File: config.mk
export PLATFORM = sky130hd
export DESIGN_NAME = mc_ctrl_flat
export DESIGN_NICKNAME = d
export VERILOG_FILES = /design/src/rtl/mc_ctrl_if.sv /design/src/rtl/mc_ctrl.sv /design/src/flat_wrapper.sv
export SDC_FILE = /design/constraint.sdc
export NUM_CORES = 1
export LEC_CHECK = 0
export CAP_MARGIN = 20
export CORE_MARGIN = 1.5
export CORE_UTILIZATION = 40
export DETAILED_ROUTE_END_ITERATION = 16
export PLACE_DENSITY = 0.71
export SYNTH_ARGS = -nofsm -noshare
export SYNTH_HDL_FRONTEND = slang
export SYNTH_SLANG_ARGS = --single-unit
File: constraint.sdc
create_clock -name clk -period 3 [get_ports clk]
set_clock_uncertainty 0.05 [all_clocks]
set_input_delay 0.6 -clock clk [delete_from_list [all_inputs] [get_ports clk]]
set_output_delay 0.6 -clock clk [all_outputs]
set_load 0.01 [all_outputs]
File: src/rtl/mc_ctrl_if.sv
// Memory handshake bundle between the sequencing controller and the I/D memories.
interface mc_ctrl_if;
    logic imem_req;
    logic imem_ready;
    logic dmem_req;
    logic dmem_ready;
    logic MemWrite;

    modport master (
        output imem_req,
        input  imem_ready,
        output dmem_req,
        input  dmem_ready,
        output MemWrite
    );

    modport slave (
        input  imem_req,
        output imem_ready,
        input  dmem_req,
        output dmem_ready,
        input  MemWrite
    );
endinterface

File: src/rtl/mc_ctrl.sv
// Multi-cycle RV32I sequencer: steps IF/ID/EX/MEM/WB and gates the phase strobes.
module mc_ctrl (
    input  logic             clk,
    input  logic             rstn,
    input  logic [6:0]       Op,
    input  logic [2:0]       Funct3,
    input  logic             Zero,
    mc_ctrl_if.master        mem,
    output logic             IRWrite,
    output logic             PCWrite,
    output logic [1:0]       NPCOp,
    output logic             RegWrite,
    output logic [2:0]       state,
    output logic             illegal,
    output logic [31:0]      instret
);

    localparam int unsigned CNT_W = 32;

    localparam logic [1:0] NPC_SEQ  = 2'b00;
    localparam logic [1:0] NPC_BR   = 2'b01;
    localparam logic [1:0] NPC_JAL  = 2'b10;
    localparam logic [1:0] NPC_JALR = 2'b11;

    typedef enum logic [2:0] {
        S_IF   = 3'd0,
        S_ID   = 3'd1,
        S_EX   = 3'd2,
        S_MEM  = 3'd3,
        S_WB   = 3'd4,
        S_TRAP = 3'd5
    } state_e;

    typedef enum logic [3:0] {
        C_R, C_I, C_L, C_S, C_B, C_JAL, C_JALR, C_LUI, C_AUIPC
    } cls_e;

    state_e state_q, state_d;
    cls_e   cls_q, id_cls;
    logic   id_known;
    logic   br_taken;

    // Opcode class decode, consumed only when leaving ID.
    always_comb begin
        id_cls   = C_R;
        id_known = 1'b1;
        case (Op)
            7'b0110011: id_cls = C_R;
            7'b0010011: id_cls = C_I;
            7'b0000011: id_cls = C_L;
            7'b0100011: id_cls = C_S;
            7'b1100011: id_cls = C_B;
            7'b1101111: id_cls = C_JAL;
            7'b1100111: id_cls = C_JALR;
            7'b0110111: id_cls = C_LUI;
            7'b0010111: id_cls = C_AUIPC;
            default:    id_known = 1'b0;
        endcase
    end

    // Branch resolution from the ALU compare flag; funct3 010/011 never branch.
    always_comb begin
        br_taken = 1'b0;
        case (Funct3)
            3'b000, 3'b101, 3'b111: br_taken = Zero;
            3'b001, 3'b100, 3'b110: br_taken = ~Zero;
            default:                br_taken = 1'b0;
        endcase
    end

    // Phase register, latched class, sticky illegal flag and retire counter.
    always_ff @(posedge clk or negedge rstn) begin
        if (!rstn) begin
            state_q <= S_IF;
            cls_q   <= C_R;
            illegal <= 1'b0;
            instret <= '0;
        end else begin
            state_q <= state_d;
            if (state_q == S_ID) begin
                cls_q <= id_cls;
                if (!id_known) begin
                    illegal <= 1'b1;
                end
            end
            instret <= instret + CNT_W'(PCWrite);
        end
    end

    // Next phase and strobe decode; unused encodings fall back to IF.
    always_comb begin
        state_d      = state_q;
        IRWrite      = 1'b0;
        PCWrite      = 1'b0;
        RegWrite     = 1'b0;
        NPCOp        = NPC_SEQ;
        mem.imem_req = 1'b0;
        mem.dmem_req = 1'b0;
        mem.MemWrite = 1'b0;
        case (state_q)
            S_IF: begin
                mem.imem_req = 1'b1;
                if (mem.imem_ready) begin
                    IRWrite = 1'b1;
                    state_d = S_ID;
                end
            end
            S_ID: begin
                state_d = id_known ? S_EX : S_TRAP;
            end
            S_EX: begin
                case (cls_q)
                    C_B: begin
                        PCWrite = 1'b1;
                        NPCOp   = br_taken ? NPC_BR : NPC_SEQ;
                        state_d = S_IF;
                    end
                    C_L, C_S: state_d = S_MEM;
                    default:  state_d = S_WB;
                endcase
            end
            S_MEM: begin
                mem.dmem_req = 1'b1;
                mem.MemWrite = (cls_q == C_S);
                if (mem.dmem_ready) begin
                    if (cls_q == C_S) begin
                        PCWrite = 1'b1;
                        state_d = S_IF;
                    end else begin
                        state_d = S_WB;
                    end
                end
            end
            S_WB: begin
                RegWrite = 1'b1;
                PCWrite  = 1'b1;
                case (cls_q)
                    C_JAL:   NPCOp = NPC_JAL;
                    C_JALR:  NPCOp = NPC_JALR;
                    default: NPCOp = NPC_SEQ;
                endcase
                state_d = S_IF;
            end
            S_TRAP: begin
                state_d = S_TRAP;
            end
            default: begin
                state_d = S_IF;
            end
        endcase
    end

    assign state = state_q;

endmodule
File: src/flat_wrapper.sv
// flat-port wrapper written by rule: the top's interface ports become plain ports
module mc_ctrl_flat 
  (clk, rstn, Op, Funct3, Zero, IRWrite, PCWrite, NPCOp, RegWrite, state, illegal, instret, mem_imem_req, mem_imem_ready, mem_dmem_req, mem_dmem_ready, mem_MemWrite);
  mc_ctrl_if mem_i ();
  input  logic clk;
  input  logic rstn;
  input  logic [6:0] Op;
  input  logic [2:0] Funct3;
  input  logic Zero;
  output logic IRWrite;
  output logic PCWrite;
  output logic [1:0] NPCOp;
  output logic RegWrite;
  output logic [2:0] state;
  output logic illegal;
  output logic [31:0] instret;
  output wire logic [$bits(mem_i.imem_req)-1:0] mem_imem_req;
  input wire logic [$bits(mem_i.imem_ready)-1:0] mem_imem_ready;
  output wire logic [$bits(mem_i.dmem_req)-1:0] mem_dmem_req;
  input wire logic [$bits(mem_i.dmem_ready)-1:0] mem_dmem_ready;
  output wire logic [$bits(mem_i.MemWrite)-1:0] mem_MemWrite;
  assign mem_imem_req = mem_i.imem_req;
  assign mem_i.imem_ready = mem_imem_ready;
  assign mem_dmem_req = mem_i.dmem_req;
  assign mem_i.dmem_ready = mem_dmem_ready;
  assign mem_MemWrite = mem_i.MemWrite;
  mc_ctrl u_core (.clk(clk), .rstn(rstn), .Op(Op), .Funct3(Funct3), .Zero(Zero), .mem(mem_i), .IRWrite(IRWrite), .PCWrite(PCWrite), .NPCOp(NPCOp), .RegWrite(RegWrite), .state(state), .illegal(illegal), .instret(instret));
endmodule
# == Word-level counts from Yosys, hierarchy flattened ==
# Index checks and enable logic that the tools add are counted.
# word_totals
ff_bits,40
elab_cells,64
# classes
n_bitwise,2
n_eq_ne,26
reduce_logical,8
n_addsub,1
mux,23
# op_table
cell,n
32-bit by 1-bit adder with 32-bit output,1
4-bit one-hot mux with 8 select lines,1
"7-bit by 6-bit equality test with 1-bit output, second input constant",3
"7-bit equality test, second input constant",3
"3-bit equality test, second input constant",6
3-bit one-hot mux with 5 select lines,1
"7-bit by 5-bit equality test with 1-bit output, second input constant",2
"4-bit by 3-bit equality test with 1-bit output, second input constant",3
3-bit 2-to-1 mux,4
1-bit 2-to-1 mux,11
9-bit OR reduction,1
"4-bit by 2-bit equality test with 1-bit output, second input constant",2
2-bit one-hot mux with 2 select lines,2
"7-bit by 2-bit equality test with 1-bit output, second input constant",1
"3-bit by 1-bit equality test with 1-bit output, second input constant",2
"3-bit by 2-bit equality test with 1-bit output, second input constant",2
3-bit zero test,2
3-bit one-hot mux with 2 select lines,1
3-bit OR reduction,2
"2-bit != test, second input constant",2
2-bit AND reduction,2
1-bit one-hot mux with 3 select lines,1
2-bit 2-to-1 mux,1
1-bit NOT,2
2 further kinds,2

# == Logic depth before layout (Yosys ltp) ==
# Gate-level depths: netlist of run 1.
# logic_depth
depth_word,6
depth_mapped,11
depth_no_buf,10

# == Worst setup path after synthesis of run 1 ==
# OpenSTA, ideal clock, no wires.
# synth_path
kind,register to register
start,"reg u_core.state_q[1], in the netlist u_core.state[1]"
end,reg u_core.instret[24]
period_less_slack_ns,2.790
t_required_ns,2.823
setup_time_ns,0.127
arrival_time_ns,2.613
n_path_buf,1
stages_incl_launch_ff,12
slack_ns,0.210
cell_sequence,dfrtp_1 > clkbuf_1 > nand2b_1 > nor2_1 > and3_1 > o2bb2ai_1 > ha_1 > ha_1 > nand2_1 > nor4_4 > nand4_1 > xnor2_1
# synth_between
elab_chain_len,3
elab_cells_between_ends,5
cone_classes,1 x add/sub; 3 x eq/ne; 1 x mux
# synth_lines
item,line,rtl
from (decl),mc_ctrl.sv:38,"state_e state_q, state_d;"
from (signal assigned),mc_ctrl.sv:79,state_q <= state_d;
3-bit equality test or 3-bit by 2-bit equality test with 1-bit output (tied branches),mc_ctrl.sv:100,case (state_q)
1-bit one-hot mux with 3 select lines *,mc_ctrl.sv:100,
named net PCWrite,flat_wrapper.sv:11,output logic PCWrite;
32-bit by 1-bit adder with 32-bit output *,mc_ctrl.sv:86,instret <= instret + CNT_W'(PCWrite);
to (signal assigned),mc_ctrl.sv:86,
to (decl),mc_ctrl.sv:15,output logic [31:0] instret
# The timed path passes the listed nets; every way through them passes the cells marked *.
# A chain may end at the register's enable or synchronous reset.

# == Worst setup path after layout of run 1 ==
# layout_path
start,reg u_core.cls_q[3]
end,out PCWrite
# layout_between
elab_chain_len,4
elab_cells_between_ends,6
cone_classes,2 x eq/ne; 4 x mux
# layout_lines
item,line,rtl
from (decl),mc_ctrl.sv:39,"cls_e cls_q, id_cls;"
from (signal assigned),mc_ctrl.sv:81,cls_q <= id_cls;
4-bit by 2-bit equality test with 1-bit output,mc_ctrl.sv:126,if (cls_q == C_S) begin
1-bit 2-to-1 mux,mc_ctrl.sv:126,
1-bit 2-to-1 mux,mc_ctrl.sv:125,if (mem.dmem_ready) begin
1-bit one-hot mux with 3 select lines *,mc_ctrl.sv:100,
to (decl),flat_wrapper.sv:11,
# Mark *: on every way between the ends. The rest lies on a longest branch, timed or not.

==> impl_metrics.py, run 1 <==
metrics = {
    "clock_tree": {
        "cts.sinks": 40,
        "path_clk_slew_ns": 0.08,
        "cts_max_level": 2,
        "postCtsSetupBuffers": 0,
        "clock_path_buffers": 2,
        "clock_latency_ns": 0.29,
        "cts_tree": "built",
        "clockRootBuffer": "clkbuf_8",
        "cts_made_buffers": 5,
    },
    "drt": {
        "drtIter0Drc": 72,
        "antenna_left": 0,
        "drc": 0,
        "via_per_inst": 5.22,
        "first_pass_iters": 4,
        "totalWireLength_um": 4570,
        "avgRoutedWirePerCell_um": 13.2,
        "vias": 1813,
    },
    "logic_synthesis": {
        "synth_edf_count": 0,
        "syn-num-nets": 229,
        "yosysUniqueCellTypes": 46,
        "syn_inst": 212,
        "yosysWarnings": 0,
        "synth-async-reset-ratio": 1.00,
        "synth_top_family_by_area": "simple AND/OR/NAND/NOR gates",
        "synth_xor_area_frac": 0.134,
        "syn_area_um2": 2160,
        "ys_ff_latch": 40,
        "muxShareOfSynthArea": 0.00463,
        "synth_compound_area_frac": 0.0950,
        "ys.flop_type": "dfrtp_1",
        "yosys.area_share.simple": 0.265,
        "synth_adder_area_share": 0.0116,
        "syn_area_per_cell_um2": 10.2,
        "ys_seq_area_frac": 0.463,
    },
    "floorplanning": {
        "die_w_um": 76.5,
        "start_util": 0.418,
        "num_rows": 26,
        "core_area_um2": 5170,
        "ios": 59,
        "dieArea_um2": 5850,
        "die_y_um": 76.5,
    },
    "cells_and_area": {
        "n_fill_cell": 468,
        "synthToLayoutAreaGrowth_pct": 36.9,
        "num_antenna_cells": 0,
        "nets": 293,
        "finalNonFillerCells": 347,
        "drive_gt1_frac": 0.101,
    },
    "critical_path": {
        "r2r_start": "u_core.cls_q[3]$_DFFE_PN0N_",
        "crit_start": "u_core.cls_q[3]$_DFFE_PN0N_",
        "required_ns": 2.35,
        "setup.worst_path.start_class": "register",
        "crit_fanout": 5,
        "crit_end": "PCWrite",
        "path_class": "reg2out",
        "crit_path_end_kind": "output pin",
        "ff2ff_path_depth": 11,
        "reg2reg_to": "u_core.instret[22]$_DFF_PN0_",
        "critPathArrivalTime_ns": 2.23,
        "timing.reg2reg.setup_slack_ns": 0.26,
    },
    "sta": {
        "period_minus_slack_ns": 2.88,
        "worst_hold_slack_ns": 0.371,
        "relSlewSlack": 0.417,
        "finalSetupViolations": 0,
        "rsz0062_at_grt": "no",
        "slew_violations": 0,
        "max_freq_mhz": 348,
        "setup_ws_ns": 0.124,
        "fin_crit_sh": 0.959,
        "setup-tns-final_ns": 0,
        "tightestPinTransition_ns": 0.875,
        "hold_viol": 0,
    },
    "global_routing": {
        "grt_pass1_vias": 1657,
        "track_usage": 0.164,
        "grt_max_degree": 41,
        "grt_first_pass_wirelength_um": 7810,
        "grt_overflow": 0,
        "antenna_found_initial": 0,
    },
    "power": {
        "ir_drop_uv": 336,
        "total_power_mw": 1.58,
        "p_leak_nw": 1.27,
        "p_per_area_nw_per_um2": 533,
    },
    "placed_design": {
        "place_ws_ns": 0.0711,
        "place_inst": 339,
        "detailed_place_hpwl_um": 3380,
        "place_congestion": 0.830,
        "port_buffers": 58,
    },
    "status": {
        "status": "finished clean",
    },
    "worst_hold_path": {
        "hold_path_class": "in2async",
    },
    "run": {
        "cap_violations": 0,
    },
}
==> what timing repair did <==
item | 4_1_cts | 5_1_grt
gates resized for setup | 1 | 1
hold endpoints to repair | 0 | 0
endpoints found under the setup margin | 1 | 1
hold buffers | 0 | 0
==> stage by stage <==
stage | area (µm²) | utilization
final | 2960 | 0.572
after global routing | 2960 | 0.572
after CTS | 2960 | 0.572
after detailed placement | 2840 | 0.550
after global placement | 2840 | 0.550
after floorplan | 2160 | -
==> layer usage <==
| layer | vias to the layer above | global-route usage | wire length [µm] |
|---|---|---|---|
| met1 | 870 | 0.216 | 2080 |
| met5 | - | 0 | 0 |
| met3 | 8 | 0.0299 | 163 |
| met4 | 0 | 0.0500 | 61 |
| li1 | 890 | - | - |
| met2 | 45 | 0.273 | 2270 |
==> synthesized netlist by cell type, types with 2 or more instances <==
| master | count | area, µm² |
|---|---|---|
| nor4_4 | 2 | 42.5 |
| nand4b_1 | 2 | 17.5 |
| nor3b_1 | 2 | 15.0 |
| nand4_1 | 9 | 56.3 |
| xor2_1 | 7 | 61.3 |
| and3_1 | 4 | 25.0 |
| or2_2 | 2 | 12.5 |
| or3_1 | 2 | 12.5 |
| nand2_1 | 12 | 45.0 |
| clkbuf_1 | 4 | 15.0 |
| nor2b_1 | 3 | 18.8 |
| buf_2 | 5 | 25.0 |
| a22o_1 | 2 | 17.5 |
| nor4_1 | 2 | 12.5 |
| a211oi_1 | 3 | 22.5 |
| nor2_1 | 15 | 56.3 |
| a21oi_1 | 6 | 30.0 |
| nor3_1 | 8 | 40.0 |
| o41ai_1 | 2 | 17.5 |
| dfrtp_1 | 40 | 1000 |
| nand2b_1 | 3 | 18.8 |
| ha_1 | 2 | 25.0 |
| a32o_1 | 2 | 20.0 |
| nand3_1 | 16 | 80.1 |
| a21o_1 | 3 | 22.5 |
| inv_1 | 5 | 18.8 |
| o21ai_0 | 3 | 15.0 |
| xnor2_1 | 26 | 228 |
| or3b_2 | 3 | 26.3 |
==> cells in the final DEF (no fill, tap or decap), types with 2 or more instances in the layout <==
cell / instances
nand3_1: 16
or3b_2: 3
or3_1: 2
clkdlybuf4s50_1: 56
nor4_1: 2
dfrtp_1: 40
nor2b_1: 3
nand2_1: 12
xnor2_1: 26
a32o_1: 2
o21ai_0: 3
and3_1: 4
clkbuf_8: 5
a22o_1: 2
ha_1: 2
a21o_1: 3
buf_4: 8
nor2_1: 15
nor4_4: 2
o41ai_1: 2
nor3_1: 8
inv_1: 5
nand4b_1: 2
xor2_1: 7
or2_2: 2
a21oi_1: 6
nand4_1: 9
nand2b_1: 3
a211oi_1: 3
==> state kept, by name, summed over array words and instances, names as in the netlist <==
register        cells
u_core.illegal      1
u_core.instret     32
u_core.cls_q        4
u_core.state        3
==> power breakdown <==
group | internal, mW | total (mW) | switching, mW
Combinational | 0.257 | 0.491 | 0.234
Clock | 0.247 | 0.431 | 0.184
Sequential | 0.594 | 0.654 | 0.0601
==> worst max-delay path, cell delays in order, from the launching register on <==
cell,delay (ns)
dfrtp_1,0.43
or4b_1,0.56
nor2_1,0.13
a21oi_1,0.05
o2bb2ai_1,0.20
clkdlybuf4s50_1,0.58
==> worst min path at each step <==
stage / cells after the start / to / slack [ns] / start
final: 1 / u_core.instret[10]$_DFF_PN0_ / 0.37 / rstn
after floorplan: 0 / u_core.cls_q[0]$_DFFE_PN0N_ / 0.25 / rstn
after global routing: 1 / u_core.illegal$_DFFE_PN0P_ / 0.44 / u_core.illegal$_DFFE_PN0P_
after CTS: 1 / u_core.instret[9]$_DFF_PN0_ / 0.41 / rstn
after global placement: 1 / u_core.illegal$_DFFE_PN0P_ / 0.39 / u_core.illegal$_DFFE_PN0P_
after detailed placement: 1 / u_core.illegal$_DFFE_PN0P_ / 0.40 / u_core.illegal$_DFFE_PN0P_
==> final cells by class <==
type | instances | area [µm²] | area share
multi-input cells | 158 | 1110 | 0.374
flip-flops and latches | 40 | 1000 | 0.338
repair buffers | 66 | 638 | 0.216
well taps | 70 | 87.6 | 0.0296
clock buffers | 6 | 72.6 | 0.0245
clock inverters | 2 | 35.0 | 0.0118
inverters | 5 | 18.8 | 0.00634
==> cells by family (layout without fill, tap and decap cells) <==
kind of cell | count (synthesis) | count (layout)
and+or+nand+nor | 94 | 94
buffers and inverters | 14 | 79
adders and majority gates | 2 | 2
AOI/OAI and AO/OA | 28 | 28
xor gates and xnor gates | 33 | 33
muxes | 1 | 1
DFF | 40 | 40
Power figures use the tool's default switching activity.
==> run 2: changes to the inputs <==
--- a/config.mk
+++ b/config.mk
@@ -11,2 +11,3 @@
 export DETAILED_ROUTE_END_ITERATION = 16
+export MAX_ROUTING_LAYER = met4
 export PLACE_DENSITY = 0.71
--- a/constraint.sdc
+++ b/constraint.sdc
@@ -4,2 +4,2 @@
 set_output_delay 0.6 -clock clk [all_outputs]
-set_load 0.01 [all_outputs]
+set_load 0.005 [all_outputs]
==> run 2 against run 1 <==
Combinational power is 6.1% lower. Final cell count unchanged. Clock power grew 41%. Die area unchanged. Power rose by 9.5%. Sequential share of layout area is 0.58 points lower. Wire length rose by 1.4%. Critical path depth did not move. Global-route usage rose by 0.85 points. Sequential power about the same. Largest cell class unchanged. Largest power group unchanged.
==> impl_metrics.py, run 2 (synthesized netlist as in run 1, its figures left out) <==
metrics = {
    "status": {
        "status": "finished clean",
    },
    "clock_tree": {
        "cts_tree": "built",
        "clock_latency_ns": 0.29,
        "clock_path_buffers": 2,
        "cts.sinks": 40,
        "path_clk_slew_ns": 0.08,
        "clockRootBuffer": "clkbuf_8",
        "postCtsSetupBuffers": 0,
        "cts_made_buffers": 5,
        "cts.hold.buffers_added": 0,
        "cts_max_level": 2,
    },
    "power": {
        "ir_drop_uv": 359,
        "intPower_mw": 1.27,
        "p_per_area_nw_per_um2": 573,
        "switchingPower_uw": 460,
        "power_frac_seq": 0.380,
        "power_frac_clock": 0.353,
        "combPwrFrac": 0.267,
        "p_leak_nw": 1.30,
        "total_power_mw": 1.73,
        "p_sw_frac": 0.267,
    },
    "floorplanning": {
        "num_rows": 26,
        "die_w_um": 76.5,
        "ios": 59,
        "dieArea_um2": 5850,
        "start_util": 0.418,
        "die_y_um": 76.5,
        "core_area_um2": 5170,
    },
    "drt": {
        "vias": 1828,
        "via_per_inst": 5.27,
        "avgRoutedWirePerCell_um": 13.4,
        "antenna_left": 0,
        "drc": 0,
        "drtIter0Drc": 108,
        "totalWireLength_um": 4640,
        "first_pass_iters": 4,
    },
    "global_routing": {
        "grt_overflow": 0,
        "track_usage": 0.172,
        "grt_max_degree": 41,
        "grt_first_pass_wirelength_um": 7910,
        "grt_pass1_vias": 1738,
        "antenna_found_initial": 0,
    },
    "critical_path": {
        "reg2reg_to": "u_core.instret[29]$_DFF_PN0_",
        "timing.reg2reg.setup_slack_ns": 0.24,
        "crit_fanout": 5,
        "critPathArrivalTime_ns": 2.19,
        "path_cells": "or4b_1 -> nor2_1 -> a21oi_1 -> o2bb2ai_1 -> clkdlybuf4s50_1",
        "setup.worst_path.start_class": "register",
        "critical_path_buf_inv_count": 1,
        "required_ns": 2.35,
        "slowest_stage": "or4b_1",
        "r2r_start": "u_core.cls_q[3]$_DFFE_PN0N_",
        "path_class": "reg2out",
        "max_stage_delay_ns": 0.56,
        "critical-path-top-delay-family": "simple AND/OR/NAND/NOR gates",
        "crit_path_end_kind": "output pin",
        "ff2ff_path_depth": 10,
    },
    "cells_and_area": {
        "mostFrequentLayoutCell": "clkdlybuf4s50_1",
        "nets": 293,
        "largest_register_ffs": 32,
        "multi_input_area_um2": 1110,
        "top_register": "u_core.instret",
        "fin_util": 0.582,
        "fin_area_um2": 3010,
        "finalNonFillerCells": 347,
        "n_fill_cell": 470,
        "drive_gt1_frac": 0.105,
        "regArea_um2": 1000,
        "final_cell_mix": "clkdlybuf4s50_1 (56), dfrtp_1 (40), xnor2_1 (26)",
        "num_antenna_cells": 0,
        "synthToLayoutAreaGrowth_pct": 39.3,
    },
    "sta": {
        "period_minus_slack_ns": 2.84,
        "max_freq_mhz": 352,
        "setup-tns-final_ns": 0,
        "finalSetupViolations": 0,
        "relSlewSlack": 0.413,
        "hold_viol": 0,
        "slew_violations": 0,
        "setup_ws_ns": 0.158,
        "fin_crit_sh": 0.947,
        "tightestPinTransition_ns": 0.880,
        "worst_hold_slack_ns": 0.369,
        "rsz0062_at_grt": "no",
    },
    "placed_design": {
        "port_buffers": 58,
        "place_ws_ns": 0.0795,
        "place_inst": 339,
        "dpl_cell_area_um2": 2840,
        "detailed_place_hpwl_um": 3300,
        "place_congestion": 0.854,
    },
    "run": {
        "cap_violations": 0,
    },
    "worst_hold_path": {
        "hold_path_class": "in2async",
    },
}
## run 2: changes by cell type in the layout (fill, tap and decap cells not counted), sizes merged
cell    previous run  this run
clkbuf             6         5
clkinv             1         0
bufinv             1         3
## run 2: area by class of cell
cell class,instances,area share
Timing Repair Buffer,66,0.212
Clock inverter,3,0.0299
Multi-Input combinational cell,158,0.367
Clock buffer,5,0.0229
Sequential cell,40,0.333
Inverter,5,0.00623
Tap cell,70,0.0291
## run 2: metal layers
metal | wire, µm | GRT usage
met1 | 2090 | 0.204
met2 | 2290 | 0.289
met3 | 188 | 0.0419
met4 | 69 | 0.0537
met5 | 0 | -
## run 2: timing repair
action,in CTS,in global routing
hold endpoints to repair,0,0
gates resized for setup,1,1
setup endpoints to repair,1,1
## run 2: how the worst max path moves through the flow
| stage | from | to | slack (ns) | cells after the start |
|---|---|---|---|---|
| after global placement | Funct3[0] | NPCOp[0] | 0.13 | 6 |
| after detailed placement | Zero | NPCOp[0] | 0.08 | 6 |
| after global routing | u_core.cls_q[0]$_DFFE_PN0N_ | PCWrite | 0.06 | 5 |
| after CTS | u_core.state[1]$_DFFE_PN0P_ | NPCOp[0] | 0.07 | 5 |
| final | u_core.cls_q[3]$_DFFE_PN0N_ | PCWrite | 0.16 | 5 |
| after floorplan | u_core.cls_q[0]$_DFFE_PN0N_ | u_core.instret[24]$_DFF_PN0_ | 0.39 | 10 |
## run 2: power by group through the flow
stage	clock network, mW	registers, mW	logic, mW
floorplan	0	0.659	0.221
global placement	0	0.664	0.453
detailed placement	0	0.664	0.462
CTS	0.624	0.655	0.467
global route	0.652	0.666	0.508
finish	0.609	0.656	0.461
==> run 3: changes to the inputs <==
CORE_MARGIN = 4   (was 1.5)
GPL_TIMING_DRIVEN = 0   (was default)
==> run 3 against run 2 <==
Global-route usage shrank 1.3 points. Wire length grew 2.4%. Utilization shrank 0.99 points. Die area grew 13%. Critical endpoint unchanged. Largest power group unchanged.
==> impl_metrics.py, run 3 (synthesized netlist as in run 1, its figures left out) <==
metrics = {
    "global_routing": {
        "grt_overflow": 0,
        "track_usage": 0.159,
        "grt_first_pass_wirelength_um": 8060,
        "grt_pass1_vias": 1759,
        "antenna_found_initial": 0,
        "grt_max_degree": 41,
    },
    "sta": {
        "setup_ws_ns": 0.186,
        "finalSetupViolations": 0,
        "tightestPinTransition_ns": 0.863,
        "hold_viol": 0,
        "max_freq_mhz": 355,
        "slew_violations": 0,
        "period_minus_slack_ns": 2.81,
        "fin_crit_sh": 0.938,
        "relSlewSlack": 0.424,
        "rsz0062_at_grt": "no",
    },
    "critical_path": {
        "critical_path_buf_inv_count": 1,
        "ff2ff_path_depth": 11,
        "required_ns": 2.35,
        "r2r_start": "u_core.cls_q[0]$_DFFE_PN0N_",
        "setup.worst_path.start_class": "register",
        "crit_fanout": 6,
        "max_stage_delay_ns": 0.57,
        "crit_start": "u_core.cls_q[0]$_DFFE_PN0N_",
        "crit_path_end_kind": "output pin",
        "path_cells": "or4b_4 -> nor2_1 -> a21oi_1 -> o2bb2ai_2 -> clkdlybuf4s50_1",
        "timing.reg2reg.setup_slack_ns": 0.21,
        "reg2reg_to": "u_core.instret[24]$_DFF_PN0_",
        "critPathArrivalTime_ns": 2.16,
        "path_class": "reg2out",
        "cp_num_cells": 5,
        "critical-path-top-delay-family": "simple AND/OR/NAND/NOR gates",
        "slowest_stage": "or4b_4",
        "crit_end": "PCWrite",
    },
    "clock_tree": {
        "path_clk_slew_ns": 0.08,
        "cts_max_level": 2,
        "cts.sinks": 40,
        "cts_tree": "built",
        "clock_path_buffers": 2,
        "clockRootBuffer": "clkbuf_8",
        "clock_latency_ns": 0.29,
        "cts_made_buffers": 5,
    },
    "drt": {
        "drtIter0Drc": 63,
        "totalWireLength_um": 4750,
        "antenna_left": 0,
        "via_per_inst": 5.22,
        "vias": 1818,
        "drc": 0,
        "avgRoutedWirePerCell_um": 13.6,
        "first_pass_iters": 4,
    },
    "floorplanning": {
        "die_w_um": 81.5,
        "num_rows": 26,
        "dieArea_um2": 6640,
        "ios": 59,
        "core_area_um2": 5170,
        "start_util": 0.418,
        "die_y_um": 81.5,
    },
    "cells_and_area": {
        "num_antenna_cells": 0,
        "regArea_um2": 1000,
        "drive_gt1_frac": 0.119,
        "final_cell_mix": "clkdlybuf4s50_1 (54), dfrtp_1 (39), xnor2_1 (26)",
        "largest_register_ffs": 32,
        "nets": 294,
        "top_register": "u_core.instret",
        "fin_area_um2": 2960,
        "finalNonFillerCells": 348,
        "mostFrequentLayoutCell": "clkdlybuf4s50_1",
        "synthToLayoutAreaGrowth_pct": 36.9,
        "n_fill_cell": 455,
        "multi_input_area_um2": 1130,
    },
    "placed_design": {
        "place_congestion": 0.851,
        "port_buffers": 56,
        "detailed_place_hpwl_um": 3540,
        "place_inst": 338,
        "dpl_cell_area_um2": 2800,
        "place_ws_ns": -0.0238,
    },
    "power": {
        "p_leak_nw": 1.27,
        "ir_drop_uv": 377,
        "p_per_area_nw_per_um2": 523,
        "total_power_mw": 1.55,
    },
    "run": {
        "cap_violations": 0,
    },
    "worst_hold_path": {
        "hold_path_class": "in2async",
    },
    "status": {
        "status": "finished clean",
    },
}
==> run 3: changes by cell type in the layout (fill, tap and decap cells not counted), moves of 2 or more <==
| cell | before | now |
|---|---|---|
| buf_2 | 1 | 6 |
| buf_4 | 8 | 3 |
| bufinv_16 | 3 | 1 |
| clkbuf_1 | 0 | 4 |
| clkdlybuf4s50_1 | 56 | 54 |
==> run 3: cell type report <==
class,count,share of cell area
multi-input cells,158,0.381
flip-flops and latches,40,0.339
repair buffers,59,0.196
well taps,70,0.0296
clock buffers,6,0.0245
plain buffers,8,0.0123
clock inverters,2,0.0118
inverters,5,0.00634
==> run 3: worst reg2reg max path: stages, from the launching register on <==
cell       delay [ns]
dfrtp_2          0.45
or4b_4           0.57
nor2_1           0.12
a21oi_1          0.06
o2bb2ai_2        0.17
ha_1             0.19
ha_1             0.22
nand2_2          0.11
nor4_4           0.30
buf_4            0.19
nand4_1          0.11
xnor2_1          0.16
==> run 3: metrics by stage <==
| step | setup TNS (ns) | hold slack, ns | utilization |
|---|---|---|---|
| 3_3_place_gp | -0.0107 | 0.393 | 0.543 |
| 4_1_cts | -0.00690 | 0.399 | 0.566 |
| 3_5_place_dp | -0.0238 | 0.407 | 0.542 |
| 6_report | 0 | 0.371 | 0.572 |
| 5_1_grt | 0 | 0.444 | 0.572 |
| 2_1_floorplan | 0 | 0.254 | - |
==> run 3: how the worst min path moves through the flow <==
| stage | slack, ns | endpoint | cells after the start |
|---|---|---|---|
| finish | 0.37 | u_core.instret[7]$_DFF_PN0_ | 1 |
| global route | 0.44 | u_core.illegal$_DFFE_PN0P_ | 1 |
| CTS | 0.40 | u_core.instret[18]$_DFF_PN0_ | 1 |
| detailed placement | 0.41 | u_core.illegal$_DFFE_PN0P_ | 1 |
| global placement | 0.39 | u_core.illegal$_DFFE_PN0P_ | 1 |
| floorplan | 0.25 | u_core.cls_q[0]$_DFFE_PN0N_ | 0 |
==> run 3: repair_timing <==
action	4_1_cts	5_1_grt
hold buffers	0	0
gates resized for setup	2	5
buffers inserted	1	2
pin swaps	1	2
hold endpoints to repair	0	0
endpoints found under the setup margin	1	20
==> run 3: per-layer routing <==
metal,track usage,share of wire,vias to the layer above
li1,-,-,898
met1,0.189,0.44,860
met3,0.0373,0.058,5
met2,0.269,0.50,55
met5,-,0,-
met4,0.0490,0.0084,0
==> run 3: power breakdown <==
| group | internal [mW] | switching (mW) | leakage (nW) |
|---|---|---|---|
| registers | 0.594 | 0.0705 | 0.539 |
| clock network | 0.247 | 0.180 | 0.0552 |
| logic | 0.251 | 0.207 | 0.679 |
